`src/rtl/approx_pkg.sv`:
```
// -----------------------------------------------------------------------------
// approx_pkg
// Shared definitions for the approximate parallel-prefix adder.
//   mode_e   : adder mode. EXACT (0) is a full carry-propagating add;
//              APPROX treats the low k bits as carry-free OR bits.
//   clamp_k  : limits a requested approximation width to the build-time
//              maximum.
// -----------------------------------------------------------------------------
package approx_pkg;

  typedef enum logic {
    EXACT  = 1'b0,
    APPROX = 1'b1
  } mode_e;

  function automatic int unsigned clamp_k(input int unsigned req,
                                          input int unsigned kmax);
    return (req > kmax) ? kmax : req;
  endfunction

endpackage

```
`src/rtl/pg_vector.sv`:
```
// -----------------------------------------------------------------------------
// pg_vector
// Bitwise propagate/generate generator, purely combinational.
// Ports:
//   a, b : operands (WIDTH bits)
//   p    : per-bit propagate, a ^ b
//   g    : per-bit generate,  a & b
// -----------------------------------------------------------------------------
module pg_vector
  import approx_pkg::*;
#(
  parameter int WIDTH = 32
) (
  input  logic [WIDTH-1:0] a,
  input  logic [WIDTH-1:0] b,
  output logic [WIDTH-1:0] p,
  output logic [WIDTH-1:0] g
);

  assign p = a ^ b;
  assign g = a & b;

endmodule

```
`src/rtl/approx_pg_adder_pipe.sv`:
```
// -----------------------------------------------------------------------------
// approx_pg_adder_pipe
// Two-stage pipelined adder with a configurable number of approximated low
// bits. Stage 1 captures the operands (only on accept, so the P/G logic behind
// it stays quiet while idle) and forms bitwise P/G. Stage 2 runs a Kogge-Stone
// prefix carry network, forms the sum and registers the result.
// Ports:
//   clk, rst_n            : clock, synchronous active-low reset
//   in_valid / in_ready   : operand handshake
//   a, b, cin             : operands and carry-in
//   approx_bits           : requested approximated low bits k (clamped to
//                           APPROX_MAX at accept)
//   out_valid / out_ready : result handshake
//   sum, cout             : result and carry out of the top bit
//   p_all, g_all          : exact group propagate / generate of a, b
// -----------------------------------------------------------------------------
module approx_pg_adder_pipe
  import approx_pkg::*;
#(
  parameter  int WIDTH      = 32,
  parameter  int APPROX_MAX = 8,
  localparam int KW         = (APPROX_MAX > 0) ? $clog2(APPROX_MAX + 1) : 1
) (
  input  logic             clk,
  input  logic             rst_n,
  input  logic             in_valid,
  output logic             in_ready,
  input  logic [WIDTH-1:0] a,
  input  logic [WIDTH-1:0] b,
  input  logic             cin,
  input  logic [KW-1:0]    approx_bits,
  output logic             out_valid,
  input  logic             out_ready,
  output logic [WIDTH-1:0] sum,
  output logic             cout,
  output logic             p_all,
  output logic             g_all
);

  // Kogge-Stone prefix over (g, p). Returns the group generate of bits [i:0]
  // for every i, i.e. the carry out of each bit position. Propagate shifts in
  // ones so positions already complete keep their group propagate.
  function automatic logic [WIDTH-1:0] ks_prefix(input logic [WIDTH-1:0] g_in,
                                                 input logic [WIDTH-1:0] p_in);
    logic [WIDTH-1:0] gv;
    logic [WIDTH-1:0] pv;
    gv = g_in;
    pv = p_in;
    for (int s = 1; s < WIDTH; s = s * 2) begin
      gv = gv | (pv & (gv << s));
      pv = pv & ~((~pv) << s);
    end
    return gv;
  endfunction

  logic             vld_p1;
  logic [WIDTH-1:0] a_p1;
  logic [WIDTH-1:0] b_p1;
  logic             cin_p1;
  logic [KW-1:0]    k_p1;
  logic [WIDTH-1:0] p_p1;
  logic [WIDTH-1:0] g_p1;

  logic             vld_p2;

  logic             accept;
  logic             advance;
  logic [KW-1:0]    k_in;

  assign in_ready  = !vld_p1 || !vld_p2 || out_ready;
  assign accept    = in_valid && in_ready;
  assign advance   = vld_p1 && (!vld_p2 || out_ready);
  assign out_valid = vld_p2;
  assign k_in      = KW'(clamp_k(32'(approx_bits), 32'(APPROX_MAX)));

  // ---- stage 1: operand capture ----
  always_ff @(posedge clk) begin
    if (!rst_n) begin
      vld_p1 <= 1'b0;
      a_p1   <= '0;
      b_p1   <= '0;
      cin_p1 <= 1'b0;
      k_p1   <= '0;
    end else begin
      if (accept) begin
        vld_p1 <= 1'b1;
        a_p1   <= a;
        b_p1   <= b;
        cin_p1 <= cin;
        k_p1   <= k_in;
      end else if (advance) begin
        vld_p1 <= 1'b0;
      end
    end
  end

  pg_vector #(
    .WIDTH (WIDTH)
  ) u_pg (
    .a (a_p1),
    .b (b_p1),
    .p (p_p1),
    .g (g_p1)
  );

  // ---- stage 2: prefix carry and sum ----
  mode_e            mode;
  logic [WIDTH-1:0] lo_mask;
  logic             cin_sel;
  logic [WIDTH-1:0] pm;
  logic [WIDTH-1:0] gm;
  logic [WIDTH-1:0] gf;
  logic [WIDTH-1:0] gc;
  logic [WIDTH-1:0] carry_in;
  logic [WIDTH-1:0] ge;
  logic [WIDTH-1:0] sum_c;
  logic             cout_c;
  logic             p_all_c;
  logic             g_all_c;

  always_comb begin
    mode    = (k_p1 == '0) ? EXACT : APPROX;
    lo_mask = ~({WIDTH{1'b1}} << k_p1);
    cin_sel = (mode == EXACT) ? cin_p1 : 1'b0;
    // Approximated bits are cut out of the carry chain, except that the
    // generate of bit k-1 is kept so it becomes the carry into bit k.
    pm      = p_p1 & ~lo_mask;
    gm      = g_p1 & ~(lo_mask >> 1);
    // Carry-in folded into bit 0's generate so the prefix needs no extra slot.
    gf      = gm | {{(WIDTH-1){1'b0}}, pm[0] & cin_sel};
    gc      = ks_prefix(gf, pm);
    carry_in = {gc[WIDTH-2:0], cin_sel};
    sum_c   = ((p_p1 ^ carry_in) & ~lo_mask) | ((p_p1 | g_p1) & lo_mask);
    cout_c  = gc[WIDTH-1];
    // Exact group generate: carry out of the full-width a+b with no cin.
    ge      = ks_prefix(g_p1, p_p1);
    g_all_c = (ge >> (WIDTH-1)) != '0;
    p_all_c = &p_p1;
  end

  // ---- stage 2 result registers ----
  always_ff @(posedge clk) begin
    if (!rst_n) begin
      vld_p2 <= 1'b0;
      sum    <= '0;
      cout   <= 1'b0;
      p_all  <= 1'b0;
      g_all  <= 1'b0;
    end else begin
      if (advance) begin
        vld_p2 <= 1'b1;
        sum    <= sum_c;
        cout   <= cout_c;
        p_all  <= p_all_c;
        g_all  <= g_all_c;
      end else if (out_ready) begin
        vld_p2 <= 1'b0;
      end
    end
  end

endmodule

```
`config.mk`:
```
export PLATFORM = sky130hd
export DESIGN_NAME = approx_pg_adder_pipe
export DESIGN_NICKNAME = d
export VERILOG_FILES = /design/src/rtl/approx_pkg.sv /design/src/rtl/pg_vector.sv /design/src/rtl/approx_pg_adder_pipe.sv
export SDC_FILE = /design/constraint.sdc
export NUM_CORES = 1
export LEC_CHECK = 0
export ABC_AREA = 1
export CORE_MARGIN = 5
export CORE_UTILIZATION = 40
export CTS_BUF_LIST = sky130_fd_sc_hd__clkbuf_4
export CTS_CLUSTER_DIAMETER = 50
export DETAILED_ROUTE_END_ITERATION = 6
export GPL_TIMING_DRIVEN = 0
export PLACE_DENSITY_LB_ADDON = 0.25
export SLEW_MARGIN = 30
export SYNTH_ARGS = -nofsm -noshare
export SYNTH_HDL_FRONTEND = slang
export SYNTH_SLANG_ARGS = --single-unit
```
`constraint.sdc`:
```
create_clock -name clk -period 5.5 [get_ports clk]
set_input_delay 0.55 -clock clk [delete_from_list [all_inputs] [get_ports clk]]
set_output_delay 0.55 -clock clk [all_outputs]
set_load 0.02 [all_outputs]
```
==> key figures, run 1 <==
Final layout
  – Final cell utilization of the core: 50.18%
  – Area grow syn2layout: 22.45%
  – Share of cells above drive strength 1: 7.823%
  – FILL cells: around 1800
  – Final #Nets: approximately 1300

Setup path
  – CP endpoint kind: flop
  – Critical path class: in -> reg
  – Critical path cell sequence: clkdlybuf4s50_1 > inv_1 > nand2_1 > nor2_1 > nor2_1 > inv_2 > clkbuf_1 > clkbuf_1 > a21oi_1
  – Critical Path AT: between 3 and 4 ns
  – Worst setup SP type: input port
  – CP peak stage delay: 0.65 ns
  – CP Max Fanout: 10
  – Critical Path Slowest Stage Cell: nor2_1
  – Required time of the critical path: ~5.9 ns

STA
  – Crit path time final: 2.649 ns
  – Tcrit/Tclk final: between 40% and 50%
  – Actual slew at the worst max-slew pin: 0.8598 ns
  – Final hold viol count: 0
  – Rel. slew slack: 42.47%
  – Fmax achieved: 377.6 MHz
  – Fin. max-slew vios: 0
  – Fin Clk Skew: about 0.016 ns
  – Setup violators final: 0
  – Setup TNS: 0 ns
  – RSZ-0062 raised after global routing: false
  – Hold WS: between 0.4 and 0.5 ns

Global route
  – Gr ovfl total: 0
  – Largest net degree at the start of global routing: 19
  – Total GRT Usage: between 20% and 30%
  – First-pass GRT wire length: around 34000 um
  – Vias in the first global route: approximately 6400
  – Initial antenna violation count: 1

Logic synthesis
  – Synth warnings: 0
  – Synth Cell Area: 6844 sq um
  – Synthesized flop and latch total: approximately 110
  – Main combinational cell family by area after synthesis: simple AND/OR/NAND/NOR gates
  – Cell with the most instances after synthesis: nand2_1
  – Synth cell count leaders: 192 x nand2_1, 159 x nor2_1, 141 x inv_1
  – Synth cell types: 50
  – Syn nets: approximately 1200
  – Synth Flop Type: dfxtp_1
  – Mean Syn Cell Area: about 6.5 sq um
  – Adder-cell share of the synthesized area: under 10%
  – Proportion of synthesized area in mux cells: 0%
  – Compound-Gate Fraction of Synth Area: 18.28%
  – Number of flops mapped to enable cells by yosys: 0
  – Top cell type's share of synthesized area: between 30% and 40%
  – Xor/xnor share of the synthesized area: less than 1%
  – Post-synthesis cell count: roughly 1100
  – Post-synth top area cell: dfxtp_1
  – Synth Area in Simple Gates: approximately 31%
  – Ys async rst share: 0%
  – Synth top area cells: dfxtp_1 31%, nand2_1 11%, nor2_1 8.7%
  – Post-synthesis sequential area ratio: between 30% and 40%

Hold path
  – Worst min path class: reg -> reg

Clock tree
  – H-tree Lvls: 3
  – CTS Hold Bufs: 0
  – CTS buffer count: 9
  – Post_cts resized: 0
  – Post CTS Setup Buffer Count: 0
  – Reg clk slew, reported paths: about 0.18 ns
  – CTS root buf: clkbuf_4
  – Clock latency on the worst-skew pair: roughly 0.5 ns
  – CTS tree: done
  – Sink Count: around 110
  – CTS max path bufs: 2

Floorplanning
  – Initial Util: about 41%
  – Die width: about 140 um
  – Chip height: 140.8 um
  – Core Footprint: around 17000 sq um
  – Die area: around 20000 sq um
  – Site row count: 47
  – IO Count: 110

Place
  – DPL Wire Length: about 18000 um
  – I/O Buffers: approximately 110
  – Final GP Congestion: roughly 0.96

Routing
  – Final wirelength: between 20000 and 25000 um
  – Via density: roughly 5.0
  – Remaining DRCs: 0
  – DRT Pass-1 Iters: 7
  – Via count: roughly 7000
  – DRT antenna net count: 0
  – 1st-iter DRT viols: between 500 and 600
  – Drt wl/cell: between 15 and 20 um

Power and ir drop
  – VDD IR max: around 0.11 mV
  – Leakage: between 3 and 4 nW
  – Pwr Density: 225.7 nW/um^2

Status
  – Status: completed

Flow run
  – Total of max-cap violations: 0
critical path: cells and delay by family:
kind,cells,cell delay [ns]
AND/OR/NAND/NOR,3,0.79
AO/OA/AOI/OAI,1,0.23
buffers and inverters,5,1.50
power by group:
group / switching, mW / total, mW / internal (mW)
clock network: 0.290 / 0.478 / 0.188
logic: 0.337 / 0.553 / 0.217
registers: 0.0345 / 0.860 / 0.825
total: 0.661 / 1.89 / 1.23
cells in the final DEF, fill, tap and decap left out, types with 5 or more instances in the layout:
cell / instances
a21oi_1: 87
inv_2: 11
dfxtp_1: 106
o21ai_0: 107
clkdlybuf4s50_1: 109
o211ai_1: 6
clkbuf_4: 9
nand2_2: 28
ha_1: 47
o21ai_1: 6
clkbuf_1: 27
inv_1: 141
nor2_2: 6
a21oi_2: 7
nand2_1: 192
nand3_1: 45
nor2_4: 5
nand4_1: 10
nor3_1: 13
nor2_1: 159
path summary, 6_finish.rpt:
kind,startpoint,cells after the start,endpoint,slack (ns)
max,out_ready,9,b_p1[11]$_SDFFE_PN0P_,2.85
min reg2reg,sum[6]$_SDFFE_PN0P_,2,sum[6]$_SDFFE_PN0P_,0.48
min,sum[6]$_SDFFE_PN0P_,2,sum[6]$_SDFFE_PN0P_,0.48
max reg2reg,out_valid$_SDFFE_PN0P_,7,b_p1[11]$_SDFFE_PN0P_,3.04
registers in the layout, summed over array words and instances, names as in the netlist:
name,flops
a_p1,32
b_p1,32
cin_p1,1
cout,1
g_all,1
k_p1,4
out_valid,1
p_all,1
sum,32
vld_p1,1
stage by stage:
stage,std cells,total power [mW],instance area [sq um],setup slack (ns)
2_1_floorplan,1051,1.205,6844,3.705
3_3_place_gp,1380,1.417,8210,2.310
3_5_place_dp,1380,1.420,8210,2.300
4_1_cts,1396,1.892,8378,2.806
5_1_grt,1397,1.989,8381,2.644
6_report,1397,1.891,8381,2.851
cells by family (layout without fill, tap and decap cells):
group,count (synthesis),in the layout
and+or+nand+nor,474,474
AOI/OAI and AO/OA,232,232
xor gates and xnor gates,2,2
adders and majority gates,47,47
other,0,1
DFF,106,106
buffers and inverters,190,315
final cells by class:
class,count,area (sq um),area share [%]
diodes,1,2.502,0.02986
plain buffers,34,161.4,1.926
clock buffers,9,67.56,0.8062
clock inverters,7,100.1,1.194
inverters,156,589.3,7.032
multi-input cells,755,3971,47.39
flip-flops and latches,106,2122,25.32
well taps,220,275.3,3.285
repair buffers,109,1091,13.02
metal layers:
layer	wire length, um	global-route usage [%]
met3	1790	3.928
met5	0	0
met1	11350	34.82
met4	262	4.335
met2	8669	30.52
No activity file was read; power rests on OpenSTA's default activity.
==> inputs of run 2 (changes only) <==
- clock period: 5.5 -> 2.55 ns (I/O delays scaled with it)
==> run 2 against run 1 <==
Net effect: die area unchanged; non-clock buffer count is the same; sequential share of layout area barely moved; flip-flop and latch count stayed put; combinational power grew 120%; via count is essentially flat; final cell count unchanged; worst hold slack lost 0.19 ns; first-iteration DRC count unchanged; count of clock-buffer cells in the layout is the same; critical path depth is 3 higher; critical endpoint is now sum[13]$_SDFFE_PN0P_; highest routed layer unchanged.
==> key figures, run 2 (synthesized netlist as in run 1, its figures left out) <==
Power and ir drop
  – Flop pwr share: 45.4% (about the same)
  – Pwr Total: 4.081 mW (+120%)
  – Switching part of the total: 34.98% (about the same)
  – Leakage: 3.799 nW (about the same)
  – Combinational power share: 29.3% (about the same)
  – Clock power share: 25.3% (about the same)
  – Pwr Density: 486.8 nW/um^2 (+120%)
  – VDD IR max: 0.2291 mV (+120%)
  – Internal: 2.653 mW (+120%)
  – Psw: 1.427 mW (+120%)

Floorplanning
  – Initial Util: 40.98% (unchanged)
  – Die area: 19830 sq um (unchanged)
  – Die width: 140.8 um (unchanged)
  – Core Footprint: 16700 sq um (unchanged)
  – Site row count: 47 (unchanged)
  – IO Count: 110 (unchanged)
  – Chip height: 140.8 um (unchanged)

STA
  – Crit path time final: around 2.4 ns
  – Setup ws final: 0.1734 ns (-2.678 ns)
  – Tcrit/Tclk final: 93.20%
  – Fmax achieved: approximately 420 MHz
  – RSZ-0062 raised after global routing: false
  – Actual slew at the worst max-slew pin: 0.7763 ns (-0.08344 ns)
  – Final hold viol count: 0 (unchanged)
  – Rel. slew slack: 48.25% (+5.8 points)
  – Fin Clk Skew: 0.01620 ns (+0.0000009000 ns)
  – Setup violators final: 0 (unchanged)
  – Fin. max-slew vios: 0 (unchanged)
  – Hold WS: 0.2867 ns (-0.1884 ns)

Place
  – Final GP Congestion: 0.9570 (unchanged)
  – Dpl ws: -0.3555 ns (-2.655 ns)
  – Cell count after placement: 1380 (unchanged)
  – DPL Wire Length: 17790 um (unchanged)
  – I/O Buffers: 109 (unchanged)

Clock tree
  – CTS Hold Bufs: 0 (unchanged)
  – Post CTS Setup Buffer Count: 0 (unchanged)
  – Reg clk slew, reported paths: 0.18 ns (about the same)
  – Clock latency on the worst-skew pair: 0.50 ns (about the same)
  – CTS tree: done
  – Post_cts resized: 0 (unchanged)
  – Sink Count: 106 (unchanged)
  – H-tree Lvls: 3 (unchanged)
  – CTS buffer count: 9 (unchanged)
  – CTS root buf: clkbuf_4
  – CTS max path bufs: 2 (unchanged)

Routing
  – DRT Pass-1 Iters: 7 (unchanged)
  – Via density: 5.005 (about the same)
  – Drt wl/cell: 15.79 um (about the same)
  – Remaining DRCs: 0 (unchanged)
  – DRT antenna net count: 0 (unchanged)
  – Via count: 6992 (-0.071%)
  – Final wirelength: 22060 um (about the same)
  – 1st-iter DRT viols: 503 (unchanged)

Global route
  – Total GRT Usage: 21.89% (unchanged)
  – Gr ovfl total: 0 (unchanged)
  – Largest net degree at the start of global routing: 19 (unchanged)
  – Vias in the first global route: 6361 (unchanged)
  – First-pass GRT wire length: 34180 um (unchanged)
  – Initial antenna violation count: 1 (unchanged)

Setup path
  – Critical path class: reg -> reg
  – Worst setup SP type: flop
  – CP peak stage delay: 0.43 ns (-0.22 ns)
  – CP dominant cell by count: nand2_2
  – Critical path buffers and inverters: 2 (-3)
  – Critical Path AT: 2.78 ns (-0.31 ns)
  – Levels on crit path: 12 (+3)
  – CP Max Fanout: 4 (-6)
  – Required time of the critical path: 2.96 ns (-2.98 ns)
  – Reg2Reg Depth: 12 (+5)
  – CP endpoint kind: flop
  – Critical path cell sequence: inv_1 > ha_1 > nand2_4 > nor2_4 > inv_2 > nor3_2 > and2_1 > nand2_2 > nand2_2 > o21ai_0 > nor3_1 > nor2_1
  – Critical Path Slowest Stage Cell: ha_1
  – Top Family by Delay on Critical Path: simple AND/OR/NAND/NOR gates

Final layout
  – Non-Filler Instances: 1397 (unchanged)
  – Share of cells above drive strength 1: 7.908% (+0.085 points)
  – Multi-input gate area: 3974 sq um (about the same)
  – Largest registers: a_p1 (32), b_p1 (32), sum (32)
  – Area grow syn2layout: 22.49% (about the same)
  – Final #Nets: 1291 (unchanged)
  – Most frequent cells in the layout: 192 x nand2_1, 158 x nor2_1, 141 x inv_1
  – Commonest non-fill, non-tap cell in the layout: nand2_1
  – FILL cells: 1782 (-0.056%)
  – FF/Latch Area: 2122 sq um (unchanged)

Flow run
  – Total of max-cap violations: 0 (unchanged)

Status
  – Status: completed

Hold path
  – Worst min path class: in -> reg
  – Hold path depth: 3 (+1)
run 2: tightest hold or removal path, stage by stage:
cell             delay, ns
clkdlybuf4s50_1       0.40
nand2_1               0.07
a21oi_1               0.05
run 2: final cells by class:
cell class | instances | area share [%]
well taps | 220 | 3.284
clock inverters | 7 | 1.194
clock buffers | 9 | 0.8060
repair buffers | 109 | 13.01
plain buffers | 34 | 1.925
inverters | 156 | 7.030
multi-input cells | 755 | 47.40
flip-flops and latches | 106 | 25.31
diodes | 1 | 0.02985
run 2: layer usage:
| metal | part of all wire (%) | global-route usage (%) |
|---|---|---|
| met3 | 8.1 | 3.928 |
| met2 | 39 | 30.52 |
| met1 | 51 | 34.82 |
| met5 | 0 | 0 |
| met4 | 1.2 | 4.335 |
run 2: per-stage QoR:
stage	utilization (%)	cell area, sq um	setup TNS [ns]
global route	50.19	8383	0
floorplan	-	6844	0
global placement	49.16	8210	-7.603
CTS	50.16	8378	0
detailed placement	49.16	8210	-8.677
finish	50.19	8383	0
run 2: path summary, 6_finish.rpt:
path,to,startpoint,slack [ns]
setup / recovery,sum[13]$_SDFFE_PN0P_,b_p1[7]$_SDFFE_PN0P_,0.17
hold / removal,k_p1[0]$_SDFFE_PN0P_,approx_bits[0],0.29
setup reg to reg,sum[13]$_SDFFE_PN0P_,b_p1[7]$_SDFFE_PN0P_,0.17
hold reg to reg,sum[6]$_SDFFE_PN0P_,sum[6]$_SDFFE_PN0P_,0.48
run 2: power by group through the flow:
| stage | sequential [mW] | combinational, mW | clock, mW |
|---|---|---|---|
| finish | 1.85 | 1.19 | 1.03 |
| global route | 1.87 | 1.32 | 1.10 |
| CTS | 1.85 | 1.18 | 1.05 |
| detailed placement | 1.89 | 1.17 | 0 |
| floorplan | 1.92 | 0.681 | 0 |
| global placement | 1.89 | 1.17 | 0 |
